`config.mk`:
```
export PLATFORM = sky130hd
export DESIGN_NAME = uart_alu_ctrl_flat
export DESIGN_NICKNAME = d
export VERILOG_FILES = /design/src/rtl/uart_alu_pkg.sv /design/src/rtl/uart_alu_ctrl_if.sv /design/src/rtl/uart_alu_timer.sv /design/src/rtl/uart_alu_ctrl.sv /design/src/flat_wrapper.sv
export SDC_FILE = /design/constraint.sdc
export NUM_CORES = 1
export LEC_CHECK = 0
export ABC_AREA = 1
export CAP_MARGIN = 20
export CORE_ASPECT_RATIO = 1.75
export CORE_UTILIZATION = 52
export CTS_BUF_LIST = sky130_fd_sc_hd__clkbuf_4 sky130_fd_sc_hd__clkbuf_8 sky130_fd_sc_hd__clkbuf_16
export DETAILED_ROUTE_END_ITERATION = 12
export PLACE_DENSITY = 0.83
export SLEW_MARGIN = 15
export SYNTH_ARGS = -nofsm -noshare
export SYNTH_HDL_FRONTEND = slang
export SYNTH_SLANG_ARGS = --single-unit
```
`constraint.sdc`:
```
create_clock -name clk -period 2.75 [get_ports clk]
set_input_delay 0.55 -clock clk [delete_from_list [all_inputs] [get_ports clk]]
set_output_delay 0.55 -clock clk [all_outputs]
set_load 0.02 [all_outputs]
```
`src/rtl/uart_alu_pkg.sv`:
```
// Shared definitions for the UART/ALU command path: opcodes, FSM states and
// the opcode validity check. The ALU decodes the same opcode constants.
package uart_alu_pkg;

   localparam int               OP_W_DEF     = 6;
   localparam logic [7:0]       ERR_BYTE_DEF = 8'hEE;

   localparam logic [OP_W_DEF-1:0] OP_ADD = 6'h20;
   localparam logic [OP_W_DEF-1:0] OP_SUB = 6'h22;
   localparam logic [OP_W_DEF-1:0] OP_AND = 6'h24;
   localparam logic [OP_W_DEF-1:0] OP_OR  = 6'h25;
   localparam logic [OP_W_DEF-1:0] OP_XOR = 6'h26;
   localparam logic [OP_W_DEF-1:0] OP_NOR = 6'h27;
   localparam logic [OP_W_DEF-1:0] OP_SRA = 6'h03;
   localparam logic [OP_W_DEF-1:0] OP_SRL = 6'h02;

   typedef enum logic [2:0] {
      ST_WAIT_A  = 3'd0,
      ST_WAIT_B  = 3'd1,
      ST_WAIT_OP = 3'd2,
      ST_EXEC    = 3'd3,
      ST_SEND    = 3'd4,
      ST_WAIT_TX = 3'd5
   } state_t;

   // True for the eight opcodes the ALU implements.
   function automatic logic is_valid_op(input logic [OP_W_DEF-1:0] op);
      case (op)
         OP_ADD, OP_SUB, OP_AND, OP_OR,
         OP_XOR, OP_NOR, OP_SRA, OP_SRL: return 1'b1;
         default:                        return 1'b0;
      endcase
   endfunction

endpackage

```
`src/rtl/uart_alu_ctrl_if.sv`:
```
// Bundle between the command sequencer and its neighbours (UART RX/TX, ALU).
// slave is the sequencer's view, master is the surrounding logic's view.
interface uart_alu_ctrl_if #(
   parameter int DATA_W = 8,
   parameter int OP_W   = 6
);
   logic [DATA_W-1:0] rx_data;
   logic              rx_valid;
   logic              tx_busy;
   logic              tx_done;
   logic              tx_start;
   logic [DATA_W-1:0] tx_data;
   logic [DATA_W-1:0] alu_a;
   logic [DATA_W-1:0] alu_b;
   logic [OP_W-1:0]   alu_op;
   logic [DATA_W-1:0] alu_result;
   logic              busy;
   logic              err_timeout;
   logic              err_opcode;
   logic              overrun;

   modport slave (
      input  rx_data, rx_valid, tx_busy, tx_done, alu_result,
      output tx_start, tx_data, alu_a, alu_b, alu_op, busy,
             err_timeout, err_opcode, overrun
   );

   modport master (
      output rx_data, rx_valid, tx_busy, tx_done, alu_result,
      input  tx_start, tx_data, alu_a, alu_b, alu_op, busy,
             err_timeout, err_opcode, overrun
   );
endinterface

```
`src/rtl/uart_alu_timer.sv`:
```
// Inter-byte timeout counter: clears on request, counts while enabled and
// saturates at TIMEOUT_CYC. expire_o flags the last allowed cycle.
module uart_alu_timer #(
   parameter int TIMEOUT_CYC = 520830
) (
   input  logic clk,
   input  logic reset,
   input  logic clr_i,
   input  logic en_i,
   output logic expire_o
);
   localparam int               CNT_W   = $clog2(TIMEOUT_CYC + 1);
   localparam logic [CNT_W-1:0] CNT_MAX = CNT_W'(TIMEOUT_CYC);
   localparam logic [CNT_W-1:0] CNT_EXP = CNT_W'(TIMEOUT_CYC - 1);

   logic [CNT_W-1:0] cnt_q, cnt_d;

   // Next count: clear wins, otherwise count up without wrapping.
   always_comb begin
      cnt_d = cnt_q;
      if (clr_i)
         cnt_d = '0;
      else if (en_i && cnt_q != CNT_MAX)
         cnt_d = cnt_q + CNT_W'(1);
   end

   // Counter register.
   always_ff @(posedge clk or posedge reset) begin
      if (reset) cnt_q <= '0;
      else       cnt_q <= cnt_d;
   end

   assign expire_o = en_i && (cnt_q == CNT_EXP);

endmodule

```
`src/rtl/uart_alu_ctrl.sv`:
```
// Command sequencer: gathers A, B, opcode from the UART receiver, runs the
// ALU for one cycle and hands the result byte to the UART transmitter.
module uart_alu_ctrl
   import uart_alu_pkg::*;
#(
   parameter int                DATA_W      = 8,
   parameter int                OP_W        = OP_W_DEF,
   parameter int                TIMEOUT_CYC = 520830,
   parameter logic [DATA_W-1:0] ERR_BYTE    = ERR_BYTE_DEF
) (
   input logic            clk,
   input logic            reset,
   uart_alu_ctrl_if.slave bus
);
   state_t            state_q;
   logic [DATA_W-1:0] alu_a_q, alu_b_q, result_q, tx_data_q;
   logic [OP_W-1:0]   alu_op_q;
   logic              tx_start_q, busy_q;
   logic              err_timeout_q, err_opcode_q, overrun_q;

   logic              in_frame, timer_clr, tmo_expire, rx_dropped;
   logic [OP_W-1:0]   opcode;

   assign opcode     = bus.rx_data[OP_W-1:0];
   // Timer only runs between bytes of a frame; any accepted byte restarts it.
   assign in_frame   = (state_q == ST_WAIT_B) || (state_q == ST_WAIT_OP);
   assign timer_clr  = !in_frame || bus.rx_valid;
   assign rx_dropped = bus.rx_valid &&
                       (state_q inside {ST_EXEC, ST_SEND, ST_WAIT_TX});

   uart_alu_timer #(.TIMEOUT_CYC(TIMEOUT_CYC)) u_timer (
      .clk      (clk),
      .reset    (reset),
      .clr_i    (timer_clr),
      .en_i     (in_frame),
      .expire_o (tmo_expire)
   );

   // Frame FSM with registered outputs; strobes default low every cycle.
   always_ff @(posedge clk or posedge reset) begin
      if (reset) begin
         state_q       <= ST_WAIT_A;
         alu_a_q       <= '0;
         alu_b_q       <= '0;
         alu_op_q      <= '0;
         result_q      <= '0;
         tx_data_q     <= '0;
         tx_start_q    <= 1'b0;
         busy_q        <= 1'b0;
         err_timeout_q <= 1'b0;
         err_opcode_q  <= 1'b0;
         overrun_q     <= 1'b0;
      end else begin
         tx_start_q    <= 1'b0;
         err_timeout_q <= 1'b0;
         err_opcode_q  <= 1'b0;
         overrun_q     <= rx_dropped;
         case (state_q)
            ST_WAIT_A: begin
               if (bus.rx_valid) begin
                  alu_a_q <= bus.rx_data;
                  state_q <= ST_WAIT_B;
               end
            end
            ST_WAIT_B: begin
               // A byte arriving on the expiry cycle still counts.
               if (bus.rx_valid) begin
                  alu_b_q <= bus.rx_data;
                  state_q <= ST_WAIT_OP;
               end else if (tmo_expire) begin
                  err_timeout_q <= 1'b1;
                  state_q       <= ST_WAIT_A;
               end
            end
            ST_WAIT_OP: begin
               if (bus.rx_valid) begin
                  busy_q <= 1'b1;
                  if (is_valid_op(opcode)) begin
                     alu_op_q <= opcode;
                     state_q  <= ST_EXEC;
                  end else begin
                     // Reply with the error byte; ALU inputs stay untouched.
                     err_opcode_q <= 1'b1;
                     result_q     <= ERR_BYTE;
                     state_q      <= ST_SEND;
                  end
               end else if (tmo_expire) begin
                  err_timeout_q <= 1'b1;
                  state_q       <= ST_WAIT_A;
               end
            end
            ST_EXEC: begin
               result_q <= bus.alu_result;
               state_q  <= ST_SEND;
            end
            ST_SEND: begin
               if (!bus.tx_busy) begin
                  tx_start_q <= 1'b1;
                  tx_data_q  <= result_q;
                  state_q    <= ST_WAIT_TX;
               end
            end
            ST_WAIT_TX: begin
               if (bus.tx_done) begin
                  busy_q  <= 1'b0;
                  state_q <= ST_WAIT_A;
               end
            end
            default: begin
               busy_q  <= 1'b0;
               state_q <= ST_WAIT_A;
            end
         endcase
      end
   end

   assign bus.alu_a       = alu_a_q;
   assign bus.alu_b       = alu_b_q;
   assign bus.alu_op      = alu_op_q;
   assign bus.tx_start    = tx_start_q;
   assign bus.tx_data     = tx_data_q;
   assign bus.busy        = busy_q;
   assign bus.err_timeout = err_timeout_q;
   assign bus.err_opcode  = err_opcode_q;
   assign bus.overrun     = overrun_q;

endmodule

```
`src/flat_wrapper.sv`:
```
// flat-port wrapper written by rule: the top's interface ports become plain ports
module uart_alu_ctrl_flat import uart_alu_pkg::*;
#(
   parameter int                DATA_W      = 8,
   parameter int                OP_W        = OP_W_DEF,
   parameter int                TIMEOUT_CYC = 520830,
   parameter logic [DATA_W-1:0] ERR_BYTE    = ERR_BYTE_DEF
)
  (clk, reset, bus_rx_data, bus_rx_valid, bus_tx_busy, bus_tx_done, bus_alu_result, bus_tx_start, bus_tx_data, bus_alu_a, bus_alu_b, bus_alu_op, bus_busy, bus_err_timeout, bus_err_opcode, bus_overrun);
  uart_alu_ctrl_if #(.DATA_W(DATA_W), .OP_W(OP_W)) bus_i ();
  input logic clk;
  input logic reset;
  input wire logic [$bits(bus_i.rx_data)-1:0] bus_rx_data;
  input wire logic [$bits(bus_i.rx_valid)-1:0] bus_rx_valid;
  input wire logic [$bits(bus_i.tx_busy)-1:0] bus_tx_busy;
  input wire logic [$bits(bus_i.tx_done)-1:0] bus_tx_done;
  input wire logic [$bits(bus_i.alu_result)-1:0] bus_alu_result;
  output wire logic [$bits(bus_i.tx_start)-1:0] bus_tx_start;
  output wire logic [$bits(bus_i.tx_data)-1:0] bus_tx_data;
  output wire logic [$bits(bus_i.alu_a)-1:0] bus_alu_a;
  output wire logic [$bits(bus_i.alu_b)-1:0] bus_alu_b;
  output wire logic [$bits(bus_i.alu_op)-1:0] bus_alu_op;
  output wire logic [$bits(bus_i.busy)-1:0] bus_busy;
  output wire logic [$bits(bus_i.err_timeout)-1:0] bus_err_timeout;
  output wire logic [$bits(bus_i.err_opcode)-1:0] bus_err_opcode;
  output wire logic [$bits(bus_i.overrun)-1:0] bus_overrun;
  assign bus_i.rx_data = bus_rx_data;
  assign bus_i.rx_valid = bus_rx_valid;
  assign bus_i.tx_busy = bus_tx_busy;
  assign bus_i.tx_done = bus_tx_done;
  assign bus_i.alu_result = bus_alu_result;
  assign bus_tx_start = bus_i.tx_start;
  assign bus_tx_data = bus_i.tx_data;
  assign bus_alu_a = bus_i.alu_a;
  assign bus_alu_b = bus_i.alu_b;
  assign bus_alu_op = bus_i.alu_op;
  assign bus_busy = bus_i.busy;
  assign bus_err_timeout = bus_i.err_timeout;
  assign bus_err_opcode = bus_i.err_opcode;
  assign bus_overrun = bus_i.overrun;
  uart_alu_ctrl #(.DATA_W(DATA_W), .OP_W(OP_W), .TIMEOUT_CYC(TIMEOUT_CYC), .ERR_BYTE(ERR_BYTE)) u_core (.clk(clk), .reset(reset), .bus(bus_i));
endmodule
```
==> metrics.txt, run 1 <==
Avg WL per Cell=13.1 um; Peak Freq=0.530 GHz; outcome=finished, final reports clean; Final #Nets=about 440; Slew @ Worst Pin=~0.53 ns; Worst-Skew Late Latency=0.34 ns; final setup fails=0; Slew headroom=0.647; buffers plus inverters on the worst setup path=1; syn nets=about 370; period utilization=0.686; die footprint=about 6300 um2; Num CTS Buffers=9; Die Y=between 100 and 150 um; initial antenna violation count=0; Post-DRT Antenna Nets=0; core area=between 5000 and 6000 um2; Post-CTS Resized=0; Min-Delay Path Class=register to register; Ports=56; Root Driver=clkbuf_8; Hold WS=0.480 ns; Final Util=0.697; RSZ-0062 raised after global routing=false; clock skew=between 0.004 and 0.005 ns; Routed WL=6.48 mm; leading post-synthesis cells by cell area=dfrtp_1 (53%), nand2_1 (8.8%), inv_1 (5.4%); Max VDD drop=slightly above 0.7 mV; clock transition at the registers of the reported paths=approximately 0.070 ns; largest net degree at the start of global routing=33; DP HPWL=between 4 and 5 mm; Post-CTS Setup Inserts=0; gr usage total=0.240; Critical Path Fanout Max=2; Yosys warnings=0; final slew viol count=0; fraction of registers with async set/reset=1.00; Max clock buf depth=2; syn_area_per_cell=roughly 9 um2; crit-path cells=clkdlybuf4s50_1; max cap viols=0; clock sink total=65; min Tclk post-route=roughly 1.9 ns; Synth Instances=approximately 350; sequential fraction of the synthesis area=0.528; WP data arrival=~1.3 ns; power per cell area=between 900 and 1000 nW/um2; DR DRC count=0; WP data required=2.20 ns; slowest stage cell, crit path=clkdlybuf4s50_1; Commonest cells post-synth=nand2_1 (72), dfrtp_1 (65), inv_1 (44); Primary FF master, synth=dfrtp_1; Hold-fix buffers, CTS=0; EDFF count, synth=0; Die W=~60 um; crit end category=primary output; kind of critical path=register to primary output; post-synth cell types=28; Tot Pwr=3.78 mW; top-count cell post-synth=nand2_1; Post-Synthesis Cell Area=between 3000 and 4000 um2; Final Hold Viols=0; Initial DRC Count=96; CTS tree=built; via count=between 2,000 and 2,500; antenna cells=0; cell family with the largest share of critical-path delay=buffers and inverters; Layout area overhead=27.3%; row cnt=36; drt pass-1 iters=4; top cell type by total area after synthesis=dfrtp_1; H-tree Lvls=3; RD Place Congestion=0.862; port buffer count=55; Pleak=approximately 1.8 nW; CP Launch Type=register; first-pass GRT wire length=11.2 mm; DR vias/cell=approximately 5.0; vias in the first global route=about 2,600; Synth top area share=0.528; share of cells above drive strength 1=0.158; slowest stage delay, CP=0.62 ns; Starting Density=0.547; GRT overflow=0; post-synthesis register bit count=65; final setup TNS=0 ns
## worst min-delay path, cell delays in order (launching register included)
cell and delay [ns]:
dfrtp_1 0.34, nand2_1 0.06, o21ai_2 0.05
## metal layers
layer	up-vias	wire length, um	track usage
met4	0	238	0.131
met2	67	3440	0.399
li1	1235	-	-
met5	-	0	0
met1	1163	2590	0.271
met3	20	217	0.0537
## cell type report
class                   count  area, um2
fillers                   458       1710
flip-flops and latches     65       1630
multi-input cells         226       1220
repair buffers             57        578
inverters                  54        205
clock buffers              11        145
well taps                  76       95.1
clock inverters             5       55.1
## final timing paths
| path | depth (start not counted) | end | from | slack [ns] |
|---|---|---|---|---|
| hold reg to reg | 2 | u_core.bus.tx_data[6] | u_core.bus.tx_data[6] | 0.48 |
| setup / recovery | 1 | bus_alu_op[0] | u_core.bus.alu_op[0] | 0.86 |
| setup reg to reg | 3 | u_core.bus.alu_a[0] | u_core.state_q[0] | 1.23 |
| hold / removal | 2 | u_core.bus.tx_data[6] | u_core.bus.tx_data[6] | 0.48 |
| min in group asynchronous | 2 | u_core.result_q[5] | reset | 0.54 |
| max in group asynchronous | 3 | u_core.bus.tx_data[1] | reset | 1.64 |
## sequential cells by signal, summed over array words and instances (netlist names)
register                flops
u_core.u_timer.cnt_q       19
u_core.bus.alu_a            8
u_core.bus.alu_b            8
u_core.bus.tx_data          8
u_core.result_q             8
u_core.bus.alu_op           6
u_core.state_q              3
u_core.bus.busy             1
u_core.bus.err_opcode       1
u_core.bus.err_timeout      1
u_core.bus.overrun          1
u_core.bus.tx_start         1
## stage by stage
| step | setup WS (ns) | instances | area (um2) |
|---|---|---|---|
| floorplan | 0.574 | 349 | 3080 |
| detailed placement | 0.663 | 478 | 3720 |
| CTS | 0.850 | 494 | 3920 |
| global route | 0.822 | 494 | 3920 |
| finish | 0.863 | 494 | 3920 |
| global placement | 0.758 | 478 | 3720 |
## kinds of logic after synthesis
family,count (synthesis),synth area share
and+or+nand+nor,152,0.246
AOI/OAI and AO/OA,65,0.119
DFF,65,0.528
buffers and inverters,58,0.0771
xor gates and xnor gates,6,0.0171
adders and majority gates,3,0.0122
## layout by cell type (no fill, tap or decap), types with 3 or more instances in the layout
master and count:
nand2_1 72, dfrtp_1 65, clkdlybuf4s50_1 55, inv_1 43, nor2_1 35, o21ai_0 28, a21oi_1 17, nand3_1 15
inv_2 10, o21ai_2 10, clkbuf_8 10, nand2_2 7, o21ai_1 7, nand3_2 5, nor2_2 4, xor2_1 4
nor3_1 3, nor3_2 3, ha_1 3
## report_power, final
part           internal (mW)  switching [mW]  total (mW)
sequential              1.26           0.180        1.44
clock                  0.450           0.356       0.806
combinational          0.651           0.879        1.53
total                   2.36            1.42        3.78
No activity file was read; power rests on OpenSTA's default activity.
==> inputs of run 2 (changes only) <==
- clock period: 2.75 -> 1.9 ns (I/O delays scaled with it)
==> run 2 against run 1 <==
Critical path depth stayed put. Via count is 0.64% higher. Non-clock buffer count is 3 higher. Clock power is 46% higher.
==> metrics.txt, run 2 (synthesis gave the netlist of run 1 again) <==
DR DRC count=0 (unchanged); Initial DRC Count=55 (-43%); Routed WL=6.44 mm (-0.71%); WP data required=1.52 ns (-0.68 ns); H-tree Lvls=3 (unchanged); Final Hold Viols=0 (unchanged); crit end category=primary output; WP data arrival=1.32 ns (-0.02 ns); power per cell area=1380 nW/um2 (+44%); max cap viols=0 (unchanged); slowest stage delay, CP=0.62 ns (about the same); max FFs per register=19 (unchanged); Layout area overhead=28.5%; non-filler instance count after layout=497 (+0.61%); DR vias/cell=5.03 (about the same); share of cells above drive strength 1=0.164 (+0.00600); Inst Count DP=481 (+0.63%); Die Y=104 um (unchanged); die footprint=6250 um2 (unchanged); crit-path cells=clkdlybuf4s50_1; Hold WS=0.361 ns (-0.119 ns); Ports=56 (unchanged); Final #Nets=440 (+0.69%); Gate power share=0.405 (about the same); min Tclk post-route=1.70 ns; Hold-fix buffers, CTS=0 (unchanged); Die W=60.2 um (unchanged); Post-CTS Resized=0 (unchanged); DP HPWL=4.87 mm (+0.71%); Worst-Skew Late Latency=0.34 ns (about the same); buffers plus inverters on the worst setup path=1 (unchanged); Root Driver=clkbuf_8; first-pass GRT wire length=11.1 mm (-1.1%); initial antenna violation count=0 (unchanged); final setup TNS=0 ns (unchanged); RD Place Congestion=0.876 (+1.6%); vias in the first global route=2,627 (+2.4%); clock skew=0.00747 ns (+0.00321 ns); CTS tree=built; final slew viol count=0 (unchanged); Peak Freq=approximately 0.6 GHz; Net Switching=2.04 mW (+44%); gr usage total=0.233 (-0.00647); Max clock buf depth=2 (unchanged); DP Area=3760 um2 (+1.0%); Pleak=1.86 nW (+0.79%); core area=5630 um2 (unchanged); Post-CTS Setup Inserts=0 (unchanged); final instance area=3960 um2 (+0.99%); GRT overflow=0 (unchanged); Starting Density=0.547 (unchanged); drt pass-1 iters=5 (+1); Flop pwr share=0.380 (about the same); switching share of power=0.373 (-0.00182); Min-Delay Path Class=input pin to asynchronous set/reset pin; row cnt=36 (unchanged); via count=2,501 (+0.64%); Final Util=0.704 (+0.00689); Pint=3.43 mW (+45%); RSZ-0062 raised after global routing=false; Critical Path Fanout Max=2 (unchanged); Slew @ Worst Pin=0.367 ns (-0.160 ns); Clk pwr share=0.215 (+0.002); final setup fails=0 (unchanged); most frequent cells in the layout=nand2_1 (72), dfrtp_1 (65), clkdlybuf4s50_1 (55); kind of critical path=register to primary output; Max VDD drop=1.19 mV (+65%); slowest stage cell, crit path=clkdlybuf4s50_1; Slew headroom=0.755 (+0.107); Largest Register=u_core.u_timer.cnt_q; antenna cells=0 (unchanged); largest net degree at the start of global routing=28 (-15%); Post-DRT Antenna Nets=0 (unchanged); clock transition at the registers of the reported paths=0.07 ns (about the same); port buffer count=55 (unchanged); outcome=finished, final reports clean; Num CTS Buffers=9 (unchanged); clock sink total=65 (unchanged); cell family with the largest share of critical-path delay=buffers and inverters; CP Launch Type=register; most common cell after layout, fill and taps aside=nand2_1; Avg WL per Cell=13.0 um (-1.3%); period utilization=0.894
## run 2: cell type report
class	count	area, um2
Fill cell	447	1670
Sequential cell	65	1630
Multi-Input combinational cell	226	1220
Timing Repair Buffer	60	613
Inverter	54	209
Clock buffer	11	145
Tap cell	76	95.1
Clock inverter	5	55.1
## run 2: path summary, 6_finish.rpt
| check | startpoint | endpoint | slack [ns] | depth (start not counted) |
|---|---|---|---|---|
| worst max-delay path | u_core.bus.alu_b[6] | bus_alu_b[6] | 0.20 | 1 |
| worst min-delay path | reset | u_core.u_timer.cnt_q[0] | 0.36 | 2 |
| worst max register to register | u_core.u_timer.cnt_q[0] | u_core.u_timer.cnt_q[1] | 0.37 | 7 |
| worst min register to register | u_core.bus.tx_data[7] | u_core.bus.tx_data[7] | 0.48 | 2 |
| max in group asynchronous | reset | u_core.result_q[7] | 1.10 | 3 |
| min in group clk | u_core.bus.tx_data[7] | u_core.bus.tx_data[7] | 0.48 | 2 |
## run 2: power groups by stage
stage	combinational (mW)	sequential, mW	clock [mW]
after CTS	2.25	2.08	1.21
after global placement	2.18	2.09	0
after global routing	2.41	2.13	1.25
after floorplan	0.931	2.47	0
after detailed placement	2.24	2.09	0
final	2.22	2.08	1.18
## run 2: routing by layer
metal,track usage,part of all wire,up-vias
met5,0,0,-
met4,0.0980,0.022,0
met3,0.0624,0.048,12
met2,0.414,0.56,59
met1,0.243,0.37,1188
li1,-,-,1242
## run 2: metrics by stage
| stage | total power, mW | setup WS [ns] |
|---|---|---|
| after floorplan | 3.40 | 0.585 |
| after global placement | 4.27 | 0.187 |
| after detailed placement | 4.33 | 0.146 |
| after CTS | 5.54 | 0.172 |
| after global routing | 5.79 | 0.148 |
| final | 5.47 | 0.202 |
